===== config.mk =====
export PLATFORM = sky130hd
export DESIGN_NAME = fetch_stage
export DESIGN_NICKNAME = d
export VERILOG_FILES = /design/src/rtl/cpu_pkg.sv /design/src/rtl/if_id_register.sv /design/src/rtl/fetch_stage.sv
export SDC_FILE = /design/constraint.sdc
export NUM_CORES = 1
export LEC_CHECK = 0
export BUFFER_PORTS_ARGS = -buffer_cell sky130_fd_sc_hd__buf_2
export CAP_MARGIN = 20
export CORE_MARGIN = 5
export CORE_UTILIZATION = 48
export DETAILED_ROUTE_END_ITERATION = 8
export GPL_TIMING_DRIVEN = 0
export PLACE_DENSITY = 0.79
export REMOVE_ABC_BUFFERS = 1
export SYNTH_ARGS = -nofsm -noshare
export SYNTH_HDL_FRONTEND = slang
export SYNTH_SLANG_ARGS = --single-unit

===== constraint.sdc =====
create_clock -name clk -period 2.6 [get_ports clk]
set_input_delay 0.39 -clock clk [delete_from_list [all_inputs] [get_ports clk]]
set_output_delay 0.39 -clock clk [all_outputs]
set_load 0.05 [all_outputs]

===== src/rtl/cpu_pkg.sv =====
// Shared core constants, the fetch FSM state type and instruction field helpers.
package cpu_pkg;

  localparam int unsigned N   = 24;
  localparam int unsigned AW  = 14;
  localparam int unsigned OPW = 4;

  localparam logic [OPW-1:0] HALT_OPCODE = 4'hF;
  localparam logic [N-1:0]   NOP         = '0;

  typedef enum logic [1:0] {
    IDLE,
    RUN,
    HALTED
  } fetch_state_t;

  function automatic logic [OPW-1:0] opcode_of(input logic [N-1:0] instr);
    return instr[N-1 -: OPW];
  endfunction

endpackage


===== src/rtl/if_id_register.sv =====
// Generic pipeline register: hold when en=0, synchronous clear on flush, async clear on reset.
module if_id_register
  import cpu_pkg::*;
#(
  parameter int unsigned W = N + AW + 1
) (
  input  logic         clk,
  input  logic         rst_n,
  input  logic         en,
  input  logic         flush,
  input  logic [W-1:0] d,
  output logic [W-1:0] q
);

  // flush beats en so a redirect squashes the slot even while stalled
  always_ff @(posedge clk or negedge rst_n) begin
    if (!rst_n) begin
      q <= '0;
    end else if (flush) begin
      q <= '0;
    end else if (en) begin
      q <= d;
    end
  end

endmodule


===== src/rtl/fetch_stage.sv =====
// Instruction fetch: owns the PC, sequences IDLE/RUN/HALTED and feeds the IF/ID register.
module fetch_stage
  import cpu_pkg::*;
(
  input  logic          clk,
  input  logic          rst_n,
  input  logic          start,
  input  logic          stall,
  input  logic          redirect,
  input  logic [AW-1:0] redirect_target,
  output logic [AW-1:0] imem_address,
  input  logic [N-1:0]  imem_instruction,
  output logic [N-1:0]  id_instruction,
  output logic [AW-1:0] id_pc,
  output logic          id_valid,
  output logic          running,
  output logic          halted
);

  localparam int unsigned IfIdW = N + AW + 1;

  fetch_state_t     state_q, state_d;
  logic [AW-1:0]    pc_q, pc_d;
  logic             ifid_en, ifid_flush;
  logic [IfIdW-1:0] ifid_d, ifid_q;
  logic             is_halt;

  assign is_halt = (opcode_of(imem_instruction) == HALT_OPCODE);
  assign ifid_d  = {imem_instruction, pc_q, 1'b1};

  always_ff @(posedge clk or negedge rst_n) begin
    if (!rst_n) begin
      state_q <= IDLE;
      pc_q    <= '0;
    end else begin
      state_q <= state_d;
      pc_q    <= pc_d;
    end
  end

  always_comb begin
    state_d    = state_q;
    pc_d       = pc_q;
    ifid_en    = 1'b0;
    ifid_flush = 1'b0;
    unique case (state_q)
      IDLE: begin
        if (start) state_d = RUN;
      end
      RUN: begin
        ifid_en    = ~stall;
        ifid_flush = redirect;
        if (redirect) begin
          pc_d = redirect_target;
        end else if (!stall) begin
          // a HALT word is delivered, but the PC parks on it
          if (is_halt) state_d = HALTED;
          else         pc_d    = pc_q + 1'b1;
        end
      end
      HALTED: begin
        ifid_flush = redirect | ~stall;
        if (redirect) begin
          pc_d    = redirect_target;
          state_d = RUN;
        end
      end
      default: state_d = IDLE;
    endcase
  end

  always_comb begin
    running      = (state_q == RUN);
    halted       = (state_q == HALTED);
    imem_address = pc_q;
  end

  if_id_register #(
    .W(IfIdW)
  ) u_if_id (
    .clk  (clk),
    .rst_n(rst_n),
    .en   (ifid_en),
    .flush(ifid_flush),
    .d    (ifid_d),
    .q    (ifid_q)
  );

  assign {id_instruction, id_pc, id_valid} = ifid_q;

endmodule


==> results of run 1 <==
==> sequential cells by signal, summed over array words and instances, names as in the netlist <==
name	cells
u_if_id.q	39
imem_address	14
state_q	2
==> worst max path at each step <==
stage / slack (ns) / start / endpoint / depth (start not counted)
final: 0.32 / state_q[0]$_DFFE_PN0P_ / imem_address[12]$_DFFE_PN0P_ / 6
after global routing: 0.17 / state_q[0]$_DFFE_PN0P_ / imem_address[11]$_DFFE_PN0P_ / 6
after CTS: 0.32 / state_q[0]$_DFFE_PN0P_ / imem_address[12]$_DFFE_PN0P_ / 6
after detailed placement: 0.36 / state_q[0]$_DFFE_PN0P_ / imem_address[12]$_DFFE_PN0P_ / 6
after global placement: -1.07 / state_q[0]$_DFFE_PN0P_ / u_if_id.q[26]$_DFFE_PN0P_ / 5
after floorplan: -0.45 / state_q[0]$_DFFE_PN0P_ / u_if_id.q[10]$_DFFE_PN0P_ / 5
==> critical path: cells and delay by family, from the launching register on <==
family	cells	cell delay, ns
flops	1	0.39
fa+ha+maj	1	0.33
simple gates	2	0.93
compound gates	2	0.41
buf+inv	1	0.09
==> cells by family (layout without fill, tap and decap cells) <==
logic type | Yosys count | count (layout) | synth area share, %
adders and majority gates | 5 | 5 | 2.51
AOI/OAI and AO/OA | 92 | 92 | 27.2
and+or+nand+nor | 42 | 42 | 9.77
muxes | 2 | 2 | 0.802
buffers and inverters | 21 | 114 | 4.61
DFF | 55 | 55 | 55.1
==> per-stage QoR <==
stage / setup slack (ns) / hold WS [ns] / cell area [um2]
global placement: -1.07 / 0.483 / 2980
detailed placement: 0.360 / 0.422 / 3070
global route: 0.166 / 0.138 / 3170
floorplan: -0.450 / 0.0944 / 2410
CTS: 0.323 / 0.101 / 3170
finish: 0.316 / 0.0931 / 3170
==> Yosys cell counts (2+ instances only) <==
library cell  count
buf_6             2
nand2_1          12
nor2_1            7
o21ai_1           2
nand3_1           3
o32ai_1           2
o221ai_1          2
a31oi_1           2
or3_1             2
buf_2             8
dfrtp_1          55
o22a_1            2
mux2i_1           2
a21oi_1          18
nand4_1           2
ha_1              5
clkbuf_1          3
o21ai_0           8
o22ai_1           5
inv_1             7
o31ai_1           2
nor3b_1           3
nor4_1            2
a2bb2oi_1         3
a22o_1           38
==> area by class of cell <==
class                      count  area, um2
clock buffer                   6       72.6
clock inverter                 1       30.0
fill                         438       1900
inverter                       7       26.3
multi-input combinational    141       1030
sequential                    55       1380
tap                           70       87.6
timing repair buffer         100        546
==> cells in the final DEF, fill, tap and decap left out, types with 2 or more instances in the layout <==
cell type / instances
a21oi_1: 18
a22o_1: 38
a2bb2oi_1: 3
a31oi_1: 2
buf_12: 3
buf_2: 97
clkbuf_8: 5
dfrtp_1: 55
ha_1: 5
inv_1: 7
mux2i_1: 2
nand2_1: 12
nand3_1: 3
nand4_1: 2
nor2_1: 7
nor3b_1: 3
nor4_1: 2
o21ai_0: 8
o21ai_1: 2
o22a_1: 2
o22ai_1: 5
o31ai_1: 2
o32ai_1: 2
or3_1: 2
==> routing by layer <==
| metal | wire length [um] | vias to the layer above |
|---|---|---|
| met5 | 0 | - |
| met4 | 54 | 0 |
| met3 | 360 | 5 |
| met2 | 2990 | 56 |
| met1 | 2640 | 1043 |
| li1 | - | 1011 |
==> results.md, run 1 <==
* Worst-Margin Slew at 0.933 ns
* Global-route usage over all layers at 17.8%
* Placed Cells at 373
* CP Class: register to register
* CP max-delay cell: or3_4
* Period utilization at 87.9%
* DR vias/cell at 5.57
* Post-CTS resize count at 0
* Fmax at 438 MHz
* Final hold vios at 0
* Reg clk slew, reported paths at 0.09 ns
* Crit path DAT at 2.44 ns
* CTS buffer count at 5
* Worst flop-to-flop path startpoint: state_q[0]$_DFFE_PN0P_
* Total wire length at 6050 um
* CTS Sinks at 55
* Vias in the first global route at 1947
* RSZ-0062 raised after global routing: no
* IO buf count at 97
* Die area at 0.00675 mm2
* Tightest Hold Check Type: input pin to asynchronous set/reset pin
* Num ports at 98
* Area Overhead vs Synth at 27.1%
* First-pass GRT wire length at 9400 um
* Fin crit period at 2.28 ns
* Max Slew Vio Count at 0
* Die Width at 82.1 um
* Antenna-violating nets left at 0
* Clk_lat worst skew at 0.29 ns
* Post-synthesis cell count at 217
* Hold bufs inserted after CTS at 0
* CP Capture Type: register
* FP Rows at 26
* M3 GR Usage at 2.60%
* Starting density of the core at 49.2%
* Sequential share of the synthesized area at 55.1%
* Synth async-reset ratio at 100%
* Post-CTS Repair Setup Buffers at 0
* Worst path required time at 2.76 ns
* Sum of negative setup slack at 0 ns
* Yosys reg bits at 55
* Maximum clock path buffer count at 2
* Met1 Use GR at 23.8%
* Status: complete, no violations
* Post-Syn Area at 0.00250 mm2
* H-Tree Level Count at 2
* Synth warn at 0
* Routability cong. at 0.840
* Top fanout value on the critical path at 12
* Drt first pass iters at 4
* DRC errors left at 0
* Cell taking the most area after synthesis: dfrtp_1
* Number of enable flip-flop cells after synthesis at 0
* Crit-path cells: inv_1 > ha_1 > or2_1 > or3_4 > o32ai_1 > a2bb2oi_1
* CTS tree: yes
* Reg-to-Reg End: imem_address[12]$_DFFE_PN0P_
* Total number of vias at 2115
* Initial antenna violation count at 0
* Met2 Track Usage GR at 30.4%
* GR Overflow Total at 0
* Critical path's largest stage delay at 0.48 ns
* Clock skew at 0.00636 ns
* Startpoint types: register
* Final nets at 358
* DRT iter0 DRCs at 76
* Max-Cap Viols at 0
* Finished Layout Cells at 380
* Prevailing post-synth register cell: dfrtp_1
* Layer with the highest usage: met2
* Largest net degree at the start of global routing at 37
* Placed wire-length estimate at 4410 um
* Synth top area share at 55.1%
* Fraction of layout cells with a size suffix above 1 at 37.7%
* Syn_area_per_cell at 11.5 um2
* CTS root buf: clkbuf_8
* Netlist cell types at 45
* Die height at 82.1 um
* Routed length per instance at 15.9 um
* Post-layout util at 62.5%
* R2R Setup Slk at 0.32 ns
* Number of diodes at 0
* Slew margin rel. at 37.7%
* Core footprint at 0.00507 mm2
* Top post-synthesis cells by area: dfrtp_1, a22o_1, a21oi_1
* R2R cell count at 6
* Setup violations, final at 0
Power of run 1 is not shown: default switching activity piles up to over one toggle a cycle in this logic, so the estimate is an artifact.
==> run 2, diff against run 1 <==
--- a/config.mk
+++ b/config.mk
@@ -7,7 +7,7 @@
 export LEC_CHECK = 0
 export BUFFER_PORTS_ARGS = -buffer_cell sky130_fd_sc_hd__buf_2
 export CAP_MARGIN = 20
-export CORE_MARGIN = 5
+export CORE_MARGIN = 1
 export CORE_UTILIZATION = 48
 export DETAILED_ROUTE_END_ITERATION = 8
 export GPL_TIMING_DRIVEN = 0
==> results.md, run 2 (synthesis gave the netlist of run 1 again) <==
* Status: complete, no violations
* Hold WS at 0.0158 ns (-0.0773 ns)
* Top fanout value on the critical path at 38 (+26)
* Worst-Margin Slew at 0.999 ns (+0.0652 ns)
* RSZ-0062 raised after global routing: no
* Final hold vios at 0 (unchanged)
* Register Area at 0.00138 mm2 (unchanged)
* CP Capture Type: register
* Startpoint types: register
* Number of fill cells in the layout at 391 (-11%)
* Worst flop-to-flop path startpoint: state_q[1]$_DFFE_PN0P_
* Total wire length at 5860 um (-3.0%)
* Routed length per instance at 15.5 um (-2.3%)
* Maximum clock path buffer count at 2 (unchanged)
* Worst path required time at 2.83 ns (+0.07 ns)
* Biggest register: u_if_id.q
* Starting density of the core at 51.5% (+2.3 points)
* H-Tree Level Count at 2 (unchanged)
* Hold bufs inserted after CTS at 0 (unchanged)
* CTS root buf: clkbuf_8
* Routability cong. at 0.792 (-5.7%)
* Initial antenna violation count at 0 (unchanged)
* Slew margin rel. at 33.3% (-4.4 points)
* DRT iter0 DRCs at 88 (+16%)
* Largest net degree at the start of global routing at 39 (+5.4%)
* Tightest Hold Check Type: input pin to asynchronous set/reset pin
* Drt first pass iters at 6 (+2)
* Fin crit period at 2.44 ns (+0.151 ns)
* Fmax at 411 MHz (-6.2%)
* Number of diodes at 0 (unchanged)
* First-pass GRT wire length at 8820 um (-6.2%)
* Most frequent cells in the layout: buf_2, dfrtp_1, a22o_1, a21oi_1, nand2_1
* Placed wire-length estimate at 4080 um (-7.5%)
* Sum of negative setup slack at 0 ns (unchanged)
* Fraction of layout cells with a size suffix above 1 at 38.1% (+0.32 points)
* Clk_lat worst skew at 0.30 ns (about the same)
* CTS tree: yes
* Area occupied by multi-input gates at 0.00103 mm2 (unchanged)
* Crit path DAT at 2.67 ns (+0.23 ns)
* Global-route usage over all layers at 21.0% (+3.2 points)
* Crit-path cells: inv_1 > ha_1 > nor2b_1 > a21boi_4 > a22o_1
* Total number of vias at 2102 (-0.61%)
* Critical path's largest stage delay at 0.87 ns (+0.39 ns)
* Placed Cells at 369 (-1.1%)
* Die Width at 74.1 um (-9.7%)
* R2R cell count at 5 (-1)
* FP Rows at 25 (-3.8%)
* Post-CTS resize count at 0 (unchanged)
* Vias in the first global route at 1876 (-3.6%)
* DRC errors left at 0 (unchanged)
* Setup WS post-layout at 0.165 ns (-0.151 ns)
* Final nets at 357 (-0.28%)
* Die area at 0.00550 mm2 (-19%)
* GR Overflow Total at 0 (unchanged)
* CP max-delay cell: a21boi_4
* IO buf count at 97 (unchanged)
* Max-Cap Viols at 0 (unchanged)
* Core footprint at 0.00485 mm2 (-4.5%)
* R2R Setup Slk at 0.16 ns (-0.15 ns)
* Reg-to-Reg End: u_if_id.q[22]$_DFFE_PN0P_
* CTS buffer count at 5 (unchanged)
* Die height at 74.1 um (-9.7%)
* Commonest non-fill, non-tap cell in the layout: buf_2
* Finished Layout Cells at 377 (-0.79%)
* Max Slew Vio Count at 0 (unchanged)
* Pre-CTS WS at 0.195 ns (-0.165 ns)
* Reg clk slew, reported paths at 0.10 ns (about the same)
* CP Class: register to register
* Setup violations, final at 0 (unchanged)
* Max reg flops at 39 (unchanged)
* CTS Sinks at 55 (unchanged)
* Post-CTS Repair Setup Buffers at 0 (unchanged)
* DR vias/cell at 5.58 (+0.18%)
* Area Overhead vs Synth at 26.8%
* Antenna-violating nets left at 0 (unchanged)
* Num ports at 98 (unchanged)
* Clock skew at 0.00555 ns (-0.000808 ns)
* Period utilization at 93.7% (+5.8 points)
-- run 2: changes by cell type in the layout (fill, tap and decap cells not counted) --
cell and change:
clkinv_4 +1, buf_16 +1, clkinv_2 +1, buf_12 -2
clkbuf_1 -1
-- run 2: final cells by class --
class | instances | area share, %
clock buffer | 5 | 2.17
inverter | 7 | 0.830
sequential | 55 | 43.5
tap | 67 | 2.65
clock inverter | 3 | 1.38
timing repair buffer | 99 | 16.8
multi-input combinational | 141 | 32.7
-- run 2: routing by layer --
| metal | vias up | GRT usage, % | wire length, um |
|---|---|---|---|
| met2 | 75 | 33.8 | 2850 |
| met1 | 1009 | 28.9 | 2690 |
| met4 | 0 | 6.41 | 57 |
| met3 | 4 | 4.20 | 261 |
| met5 | - | 0 | 0 |
| li1 | 1014 | - | - |
-- run 2: worst max-delay path: cells and delay by family (launching register included) --
| family | cells | cell delay, ns |
|---|---|---|
| flip-flops | 1 | 0.43 |
| adder cells (fa/ha/maj) | 1 | 0.34 |
| AO/OA/AOI/OAI | 2 | 1.12 |
| buffers and inverters | 1 | 0.09 |
| AND/OR/NAND/NOR | 1 | 0.38 |
-- run 2: per-stage QoR --
stage	util, %	cell area (um2)
2_1_floorplan	-	2410
3_3_place_gp	61.4	2980
3_5_place_dp	63.0	3050
4_1_cts	65.3	3170
5_1_grt	65.3	3170
6_report	65.3	3170
-- run 2: worst max path at each step --
stage / from / to / slack [ns] / cells after the start
after floorplan: state_q[0]$_DFFE_PN0P_ / u_if_id.q[10]$_DFFE_PN0P_ / -0.45 / 5
after global placement: state_q[0]$_DFFE_PN0P_ / u_if_id.q[25]$_DFFE_PN0P_ / -0.99 / 5
after detailed placement: state_q[1]$_DFFE_PN0P_ / u_if_id.q[11]$_DFFE_PN0P_ / 0.20 / 5
after CTS: state_q[0]$_DFFE_PN0P_ / u_if_id.q[22]$_DFFE_PN0P_ / 0.17 / 5
after global routing: state_q[1]$_DFFE_PN0P_ / u_if_id.q[17]$_DFFE_PN0P_ / 0.05 / 5
final: state_q[1]$_DFFE_PN0P_ / u_if_id.q[22]$_DFFE_PN0P_ / 0.16 / 5
Power of run 2 is left out for the same reason.
